File: config.mk
export PLATFORM = sky130hd
export DESIGN_NAME = adder_tree_pipe
export DESIGN_NICKNAME = d
export VERILOG_FILES = /design/src/rtl/adder_tree_pkg.sv /design/src/rtl/adder_tree_level.sv /design/src/rtl/adder_tree_pipe.sv
export SDC_FILE = /design/constraint.sdc
export NUM_CORES = 1
export LEC_CHECK = 0
export CELL_PAD_IN_SITES_DETAIL_PLACEMENT = 1
export CELL_PAD_IN_SITES_GLOBAL_PLACEMENT = 1
export CORE_MARGIN = 4
export CORE_UTILIZATION = 37
export DETAILED_ROUTE_END_ITERATION = 10
export PLACE_DENSITY = 0.79
export SKIP_CTS_REPAIR_TIMING = 1
export SYNTH_ARGS = -nofsm -noshare
export SYNTH_HDL_FRONTEND = slang
export SYNTH_SLANG_ARGS = --single-unit
File: constraint.sdc
create_clock -name clk -period 2.3 [get_ports clk]
set_input_delay 0.46 -clock clk [delete_from_list [all_inputs] [get_ports clk]]
set_output_delay 0.46 -clock clk [all_outputs]
set_load 0.01 [all_outputs]
File: src/rtl/adder_tree_pkg.sv
// Shared constants and width helpers for the pipelined adder tree.
// Optional accumulator stage is enabled with the ADDER_TREE_ACC_EN macro.
package adder_tree_pkg;

  localparam int DEF_IN_W  = 14;
  localparam int DEF_N_IN  = 4;
  localparam int DEF_ACC_W = 24;

  // Valid/first sideband that travels alongside each pipeline slot.
  typedef struct packed {
    logic valid;
    logic first;
  } side_t;

  function automatic int clog2(input int n);
    int r;
    int v;
    r = 0;
    v = n - 1;
    while (v > 0) begin
      r = r + 1;
      v = v >> 1;
    end
    return r;
  endfunction

  function automatic int sum_width(input int in_w, input int n_in);
    return in_w + clog2(n_in);
  endfunction

endpackage

File: src/rtl/adder_tree_level.sv
// One registered pairwise-add level: N_WORDS words of IN_W bits in,
// N_WORDS/2 words of IN_W+1 bits out, with sideband and global enable.
module adder_tree_level
  import adder_tree_pkg::*;
#(
  parameter int N_WORDS = 4,
  parameter int IN_W    = 14
) (
  input  logic                                 clk,
  input  logic                                 rst,
  input  logic                                 en,
  input  side_t                                src_side,
  input  logic [N_WORDS*IN_W-1:0]              src_data,
  output side_t                                side,
  output logic [(N_WORDS/2)*(IN_W+1)-1:0]      data
);

  localparam int N_OUT = N_WORDS / 2;
  localparam int OUT_W = IN_W + 1;

  logic [N_OUT-1:0][OUT_W-1:0] sum;

  // Operands are zero-extended by one bit so a level can never overflow.
  for (genvar i = 0; i < N_OUT; i++) begin : g_pair
    assign sum[i] = {1'b0, src_data[(2*i)*IN_W +: IN_W]}
                  + {1'b0, src_data[(2*i+1)*IN_W +: IN_W]};
  end

  always_ff @(posedge clk) begin
    if (rst) begin
      side <= '0;
      data <= '0;
    end else if (en) begin
      side <= src_side;
      data <= sum;
    end
  end

endmodule

File: src/rtl/adder_tree_pipe.sv
// Pipelined unsigned adder tree with valid/ready and global stall enable.
// Define ADDER_TREE_ACC_EN to add a running accumulator after the tree.
module adder_tree_pipe
  import adder_tree_pkg::*;
#(
  parameter int IN_W  = DEF_IN_W,
  parameter int N_IN  = DEF_N_IN,
  parameter int ACC_W = DEF_ACC_W,
  localparam int LEVELS = clog2(N_IN),
  localparam int SUM_W  = sum_width(IN_W, N_IN),
`ifdef ADDER_TREE_ACC_EN
  localparam int OUT_W  = ACC_W
`else
  localparam int OUT_W  = SUM_W
`endif
) (
  input  logic                   clk,
  input  logic                   rst,
  input  logic                   in_valid,
  output logic                   in_ready,
  input  logic                   in_first,
  input  logic [N_IN*IN_W-1:0]   in_data,
  output logic                   out_valid,
  input  logic                   out_ready,
  output logic [OUT_W-1:0]       out_data
);

  logic                en;
  side_t               s0_side;
  logic [N_IN*IN_W-1:0] s0_data;

  // Single global enable: the whole pipe moves together or holds together.
  assign en       = !out_valid || out_ready;
  assign in_ready = en;

  always_ff @(posedge clk) begin
    if (rst) begin
      s0_side <= '0;
      s0_data <= '0;
    end else if (en) begin
      s0_side <= '{valid: in_valid, first: in_first};
      s0_data <= in_data;
    end
  end

  for (genvar l = 1; l <= LEVELS; l++) begin : g_lvl
    localparam int NW = N_IN >> (l - 1);
    localparam int WW = IN_W + l - 1;

    side_t                      src_side;
    side_t                      side;
    logic [NW*WW-1:0]           src_data;
    logic [(NW/2)*(WW+1)-1:0]   data;

    if (l == 1) begin : g_src
      assign src_side = s0_side;
      assign src_data = s0_data;
    end else begin : g_src
      assign src_side = g_lvl[l-1].side;
      assign src_data = g_lvl[l-1].data;
    end

    adder_tree_level #(
      .N_WORDS (NW),
      .IN_W    (WW)
    ) u_level (
      .clk      (clk),
      .rst      (rst),
      .en       (en),
      .src_side (src_side),
      .src_data (src_data),
      .side     (side),
      .data     (data)
    );
  end

  side_t            tree_side;
  logic [SUM_W-1:0] tree_sum;

  assign tree_side = g_lvl[LEVELS].side;
  assign tree_sum  = g_lvl[LEVELS].data;

`ifdef ADDER_TREE_ACC_EN
  logic             acc_valid;
  logic [ACC_W-1:0] acc;

  // Accumulator only updates on valid slots; bubbles and stalls hold it.
  always_ff @(posedge clk) begin
    if (rst) begin
      acc_valid <= 1'b0;
      acc       <= '0;
    end else if (en) begin
      acc_valid <= tree_side.valid;
      if (tree_side.valid)
        acc <= tree_side.first ? ACC_W'(tree_sum) : acc + ACC_W'(tree_sum);
    end
  end

  assign out_valid = acc_valid;
  assign out_data  = acc;
`else
  logic unused_side;

  assign out_valid   = tree_side.valid;
  assign out_data    = tree_sum;
  assign unused_side = ^{tree_side.first, (ACC_W >= SUM_W)};
`endif

endmodule

==> out/results.ini, run 1 <==
[sta]
min_setup_slack_post_route_ns = -0.00473
fin_worst_skew_ns = 0.00622
layout_min_cycle_time_ns = 2.30
timing_hold_violations_final = 0
finalSetupViolCount = 1
maxSlewHeadroom = 0.646
timing_max_transition_violations_final = 0
whs_ns = 0.456
worst-slew-pin-transition_ns = 0.529
setup_repair_after_global_routing_missed_its_margin = true
fmax_ghz = 0.434
timing.final.crit_share = 1.00

[final_layout]
layout.nets = 859
ff_latch_area_sq_um = 2100
antenna_diode_instance_count = 0
post-route-cell-area_sq_um = 6890
area_delta_synth_final_pct = 26.4
multi_input_comb_area_sq_um = 3230
num-fill-cells = 1732
layout_cell_share_with_drive_strength_beyond_1 = 0.0740

[global_route]
grt_antenna_before_repair = 0
grt-busiest-layer = met2
via_count_of_the_first_global_routing_pass = 5424
grt_first_pass_wirelength_mm = 25.6
use_met1 = 0.238
grt_use_met2 = 0.331
gr_layer_usage_met3 = 0.0210
grt-ovfl-total = 0
globalRouteTotalUtil = 0.187
grt_max_degree = 51

[clocking]
worst_skew_pair.late_latency_ns = 0.35
cts_made_buffers = 9
numClockSinks = 105
clockBufferDepth = 2
tritoncts_clock_tree = done
clock-root-buffer = sky130_fd_sc_hd__clkbuf_16
clock_tree.htree_level_count = 3
clock_slew_at_the_register_clock_pins_of_the_worst_setup_and_hold_paths_ns = 0.07

[detailed_routing]
wl_per_cell_microns = 16.2
via_count = 5008
detail_route.iter0.violations = 239
drt_first_pass_iters = 4
drt_via_density = 5.32
remaining_drc_errors = 0
antenna_left = 0
wl_mm = 15.2

[worst_setup_path]
count_of_cells_along_the_worst_register_to_register_path = 8
criticalPathCategory = flip-flop to flip-flop
timing.critical_path.cells = ha_1 > fa_1 > a21o_2 > a21oi_2 > o21ai_1 > a31o_1 > a2111oi_4 > nor4_1
critPathTopFamily = compound AO/OA/AOI/OAI gates
slowest_stage = sky130_fd_sc_hd__fa_1
critPathArrivalTime_ns = 2.54
critical_path_buf_inv_count = 0
largest_stage_delay_worst_path_ns = 0.40
worstPathRequired_ns = 2.53
worstSetupEndpointType = flip-flop
critical_path_cell_count = 8
setup.worst_path.start_class = flip-flop
worstPathMaxFanout = 3

[synth]
synth.top_cell.area_share = 0.385
async_reset_ff_frac = 0
synth_area_leaders = sky130_fd_sc_hd__dfxtp_1 (39%), sky130_fd_sc_hd__nand2_1 (12%), sky130_fd_sc_hd__a21oi_1 (9.9%)
synth_top_flop_cell = sky130_fd_sc_hd__dfxtp_1
netlist_area_sq_um = 5450
avgSynthCellArea_sq_um = 8.04
synth-seq-area-share = 0.385
synth_area_leader_cell = sky130_fd_sc_hd__dfxtp_1
synthesis.instances = 678
ys_seq_elements = 105
post_synthesis_net_count = 785
yosys_cell_types = 65
synth-warning-count = 0
synth_enable_flop_cells = 0

[die]
ios = 79
dieWidth_microns = 129
initial_core_util = 0.377
rows = 44
die_area_sq_um = 16700
core_region_area_sq_um = 14500
die_h_microns = 129

[place]
port-buffer-count = 77
place.gp.congestion = 0.838
place_area_sq_um = 6490
hpwl_mm = 11.4

[pwr]
power_density_nw_per_um2 = 709
power_leakage_nw = 3.00
worst_ir_drop_vdd_v = 0.000380

[status]
run_status = finished, violations left
violations = setup timing

[hold_path]
timing.hold.worst_path_depth = 2
min_path_type = flip-flop to flip-flop

[job]
max_cap_viols = 0

-- final timing paths --
path | start | end | slack (ns)
worst max-delay path | g_lvl[1].src_data[0] | g_lvl[1].u_level.data[14] | -0.005
worst min-delay path | g_lvl[1].u_level.data[25] | g_lvl[1].u_level.data[25] | 0.46
worst max register to register | g_lvl[1].src_data[0] | g_lvl[1].u_level.data[14] | -0.005
worst min register to register | g_lvl[1].u_level.data[25] | g_lvl[1].u_level.data[25] | 0.46
-- cell usage after synthesis (2+ instances only) --
master	count
sky130_fd_sc_hd__buf_2	3
sky130_fd_sc_hd__a211oi_1	8
sky130_fd_sc_hd__o31ai_1	2
sky130_fd_sc_hd__a32o_1	4
sky130_fd_sc_hd__xnor2_1	10
sky130_fd_sc_hd__ha_1	43
sky130_fd_sc_hd__o21ai_0	8
sky130_fd_sc_hd__o21ai_1	17
sky130_fd_sc_hd__mux2i_1	3
sky130_fd_sc_hd__nor2_1	26
sky130_fd_sc_hd__nor3_1	5
sky130_fd_sc_hd__a22o_1	3
sky130_fd_sc_hd__and3_1	3
sky130_fd_sc_hd__and2_1	2
sky130_fd_sc_hd__a31oi_1	3
sky130_fd_sc_hd__fa_1	3
sky130_fd_sc_hd__a211o_1	6
sky130_fd_sc_hd__nand2_1	176
sky130_fd_sc_hd__nor2b_1	4
sky130_fd_sc_hd__clkbuf_1	27
sky130_fd_sc_hd__nor3b_1	3
sky130_fd_sc_hd__a31o_1	2
sky130_fd_sc_hd__inv_1	9
sky130_fd_sc_hd__dfxtp_1	105
sky130_fd_sc_hd__xor2_1	13
sky130_fd_sc_hd__o21a_1	3
sky130_fd_sc_hd__nand3_1	11
sky130_fd_sc_hd__o22ai_1	2
sky130_fd_sc_hd__buf_1	4
sky130_fd_sc_hd__a21oi_1	108
sky130_fd_sc_hd__a21o_1	16
sky130_fd_sc_hd__nand4_1	8
sky130_fd_sc_hd__o21bai_1	5
sky130_fd_sc_hd__a211oi_2	2
-- placed cells by master (no fill, tap or decap), drive strengths merged, types with 7 or more instances in the layout --
| cell | synthesis | routed |
|---|---|---|
| xor2 | 13 | 13 |
| o21ai | 25 | 25 |
| a211o | 7 | 7 |
| nand4 | 8 | 8 |
| xnor2 | 10 | 10 |
| buf | 7 | 21 |
| clkbuf | 27 | 12 |
| a211oi | 10 | 10 |
| ha | 43 | 43 |
| nand2 | 176 | 176 |
| dfxtp | 105 | 105 |
| a21oi | 109 | 109 |
| clkdlybuf4s50 | 0 | 76 |
| nor2 | 26 | 26 |
| a21o | 17 | 17 |
| nand3 | 11 | 11 |
| inv | 10 | 10 |
-- metrics by stage --
step	instances	worst slack [ns]	power, W	utilization	setup TNS (ns)
2_1_floorplan	678	0.0936	0.00268	-	0
3_3_place_gp	925	0.0383	0.00302	0.448	0
3_5_place_dp	925	-0.0167	0.00307	0.448	-0.0167
4_1_cts	941	-0.0562	0.00493	0.473	-0.0562
5_1_grt	941	-0.121	0.00513	0.476	-0.121
6_report	941	-0.00473	0.00488	0.476	-0.00473
-- state kept, by name, summed over array words and instances, names as in the netlist --
signal / cells
g_lvl.u_level.data: 46
g_lvl.src_side: 1
g_lvl.src_data: 56
g_lvl.u_level.side: 2
-- tightest hold or removal path: stages (launching register included) --
cell and delay, ns:
sky130_fd_sc_hd__dfxtp_1 0.32, sky130_fd_sc_hd__nand2_1 0.05, sky130_fd_sc_hd__o21ai_1 0.05
-- routing by layer --
| layer | vias up | share of wire |
|---|---|---|
| li1 | 2532 | - |
| met1 | 2408 | 0.46 |
| met2 | 54 | 0.51 |
| met3 | 14 | 0.019 |
| met4 | 0 | 0.016 |
| met5 | - | 0 |
-- final cells by class --
class	instances	area share
Clock buffer	12	0.0387
Inverter	10	0.00545
Tap cell	184	0.0334
Multi-Input combinational cell	529	0.469
Timing Repair Buffer	97	0.135
Sequential cell	105	0.305
Clock inverter	4	0.0142
-- where the power goes --
part / switching, W / internal (W)
Sequential: 0.0000979 / 0.00197
Combinational: 0.000503 / 0.000466
Clock: 0.000691 / 0.00115
-- kinds of logic after synthesis --
logic type | share of synthesized area
AND/OR/NAND/NOR | 0.188
multiplexers | 0.00551
buffers and inverters | 0.0310
XOR/XNOR | 0.0369
flip-flops | 0.385
adder cells (fa/ha/maj) | 0.110
AO/OA/AOI/OAI | 0.243
(Power assumes the default switching activity.)
==> inputs of run 2 (changes only) <==
- SETUP_SLACK_MARGIN: unset -> 0.2
==> run 2 against run 1 <==
Net effect:
- the flow now finishes without violations
- combinational power up 6%
- sequential share of layout area down 0.78 points
- hold slack about the same
- clock-buffer cell count down 1
- critical path depth unchanged
- non-clock buffer count up 10
- die area unchanged
- maximum frequency up 6.9%
- power down 0.89%
- largest cell class unchanged
==> out/results.ini, run 2 (synthesized netlist as in run 1, its figures left out) <==
[status]
run_status = finished clean

[place]
place_area_sq_um = 6450  ; -0.56%
hpwl_mm = 11.3  ; -0.74%
place.gp.congestion = 0.848  ; +1.2%
port-buffer-count = 77  ; unchanged

[final_layout]
area_delta_synth_final_pct = 30.8
most-common-layout-cells = sky130_fd_sc_hd__nand2_1 (175), sky130_fd_sc_hd__a21oi_1 (100), sky130_fd_sc_hd__dfxtp_1 (95)
antenna_diode_instance_count = 0  ; unchanged
post-route-cell-area_sq_um = 7130  ; +3.5%
multi_input_comb_area_sq_um = 3410  ; +5.7%
layout_cell_share_with_drive_strength_beyond_1 = 0.129  ; +0.0551
ff_latch_area_sq_um = 2120  ; +0.83%
largest_register_ffs = 56  ; unchanged
num-fill-cells = 1732  ; unchanged
layout.nets = 869  ; +1.2%
most_common_cell_after_layout_fill_and_taps_aside = sky130_fd_sc_hd__nand2_1

[global_route]
grt_max_degree = 63  ; +24%
grt_first_pass_wirelength_mm = 25.8  ; +0.67%
globalRouteTotalUtil = 0.190  ; +0.00322
grt-ovfl-total = 0  ; unchanged
grt_antenna_before_repair = 0  ; unchanged
via_count_of_the_first_global_routing_pass = 5321  ; -1.9%

[sta]
timing.final.crit_share = 0.938  ; -0.0643
timing_hold_violations_final = 0  ; unchanged
fmax_ghz = 0.464  ; +6.9%
fin_worst_skew_ns = 0.00661  ; +0.000389 ns
setup_repair_after_global_routing_missed_its_margin = true
layout_min_cycle_time_ns = 2.16  ; -0.148 ns
worst-slew-pin-transition_ns = 0.710  ; +0.182 ns
finalSetupViolCount = 0  ; -1
maxSlewHeadroom = 0.525  ; -0.122
timing_max_transition_violations_final = 0  ; unchanged
timing.setup.tns_ns = 0  ; +0.00473 ns

[clocking]
tritoncts_clock_tree = done
cts_made_buffers = 9  ; unchanged
numClockSinks = 105  ; unchanged
clock-root-buffer = sky130_fd_sc_hd__clkbuf_16
worst_skew_pair.late_latency_ns = 0.36  ; about the same
clock_slew_at_the_register_clock_pins_of_the_worst_setup_and_hold_paths_ns = 0.07  ; about the same
clock_tree.htree_level_count = 3  ; unchanged
clockBufferDepth = 2  ; unchanged

[job]
max_cap_viols = 0  ; unchanged

[worst_setup_path]
criticalPathCategory = flip-flop to flip-flop
setup.worst_path.start_class = flip-flop
worstPathRequired_ns = 2.53  ; about the same
worstSetupEndpointType = flip-flop
worstPathMaxFanout = 3  ; unchanged
critPathArrivalTime_ns = 2.39  ; -0.15 ns

[detailed_routing]
wl_mm = 16.3  ; +7.0%
detail_route.iter0.violations = 196  ; -18%
remaining_drc_errors = 0  ; unchanged
via_count = 5140  ; +2.6%
drt_first_pass_iters = 4  ; unchanged
wl_per_cell_microns = 17.1  ; +5.9%
drt_via_density = 5.40  ; +1.6%
antenna_left = 0  ; unchanged

[die]
core_region_area_sq_um = 14500  ; unchanged
rows = 44  ; unchanged
dieWidth_microns = 129  ; unchanged
initial_core_util = 0.377  ; unchanged
die_h_microns = 129  ; unchanged
ios = 79  ; unchanged
die_area_sq_um = 16700  ; unchanged

[pwr]
power_density_nw_per_um2 = 679  ; -4.2%
power_leakage_nw = 3.06  ; +1.9%
worst_ir_drop_vdd_v = 0.000368  ; -2.9%

[hold_path]
min_path_type = flip-flop to flip-flop

[run 2: cell count changes in the layout (fill, tap and decap cells not counted), moves of 3 or more]
| cell | delta |
|---|---|
| sky130_fd_sc_hd__dfxtp_1 | -10 |
| sky130_fd_sc_hd__buf_4 | +9 |
| sky130_fd_sc_hd__dfxtp_2 | +8 |
| sky130_fd_sc_hd__a21oi_1 | -5 |
| sky130_fd_sc_hd__ha_1 | -4 |
| sky130_fd_sc_hd__ha_4 | +4 |
| sky130_fd_sc_hd__a21oi_2 | +3 |
| sky130_fd_sc_hd__fa_1 | -3 |
| sky130_fd_sc_hd__fa_2 | +3 |
[run 2: final timing paths]
| path | from | end | slack, ns | cells after the start |
|---|---|---|---|---|
| worst max-delay path | g_lvl[1].src_data[0] | g_lvl[1].u_level.data[14] | 0.14 | 8 |
| worst min-delay path | g_lvl[1].u_level.data[25] | g_lvl[1].u_level.data[25] | 0.46 | 2 |
| worst max register to register | g_lvl[1].src_data[0] | g_lvl[1].u_level.data[14] | 0.14 | 8 |
| worst min register to register | g_lvl[1].u_level.data[25] | g_lvl[1].u_level.data[25] | 0.46 | 2 |
[run 2: routing by layer]
metal / routed length, microns / share of wire / global-route usage / up-vias
li1: - / - / - / 2551
met1: 7290 / 0.45 / 0.242 / 2502
met2: 8380 / 0.51 / 0.334 / 64
met3: 304 / 0.019 / 0.0235 / 23
met4: 330 / 0.020 / 0.0642 / 0
met5: 0 / 0 / 0 / -
[run 2: cell type report]
cell class              count  share of cell area
inverters                  10             0.00526
well taps                 184              0.0323
clock inverters             5              0.0109
multi-input cells         529               0.479
repair buffers            107               0.140
clock buffers              11              0.0354
flip-flops and latches    105               0.297
[run 2: where the power goes]
group          leakage (nW)  internal (W)  switching [W]
combinational          2.02      0.000494       0.000538
sequential            0.875       0.00197       0.000104
clock                 0.162       0.00101       0.000721
total                  3.06       0.00348        0.00136
[run 2: stage by stage]
step / util / worst slack (ns) / total power [W] / std cells / hold slack, ns
floorplan: - / 0.219 / 0.00268 / 678 / 0.429
global placement: 0.446 / 0.0855 / 0.00302 / 921 / 0.439
detailed placement: 0.446 / 0.0480 / 0.00306 / 921 / 0.448
CTS: 0.468 / 0.0235 / 0.00478 / 937 / 0.458
global route: 0.493 / 0.0372 / 0.00507 / 951 / 0.479
finish: 0.493 / 0.143 / 0.00484 / 951 / 0.456
[run 2: critical path, cell delays in order, from the launching register on]
cell	delay (ns)
sky130_fd_sc_hd__dfxtp_2	0.34
sky130_fd_sc_hd__ha_4	0.17
sky130_fd_sc_hd__fa_2	0.37
sky130_fd_sc_hd__a21o_4	0.23
sky130_fd_sc_hd__a21oi_4	0.18
sky130_fd_sc_hd__o21ai_2	0.09
sky130_fd_sc_hd__a31o_1	0.27
sky130_fd_sc_hd__a2111oi_4	0.31
sky130_fd_sc_hd__nor4_1	0.08
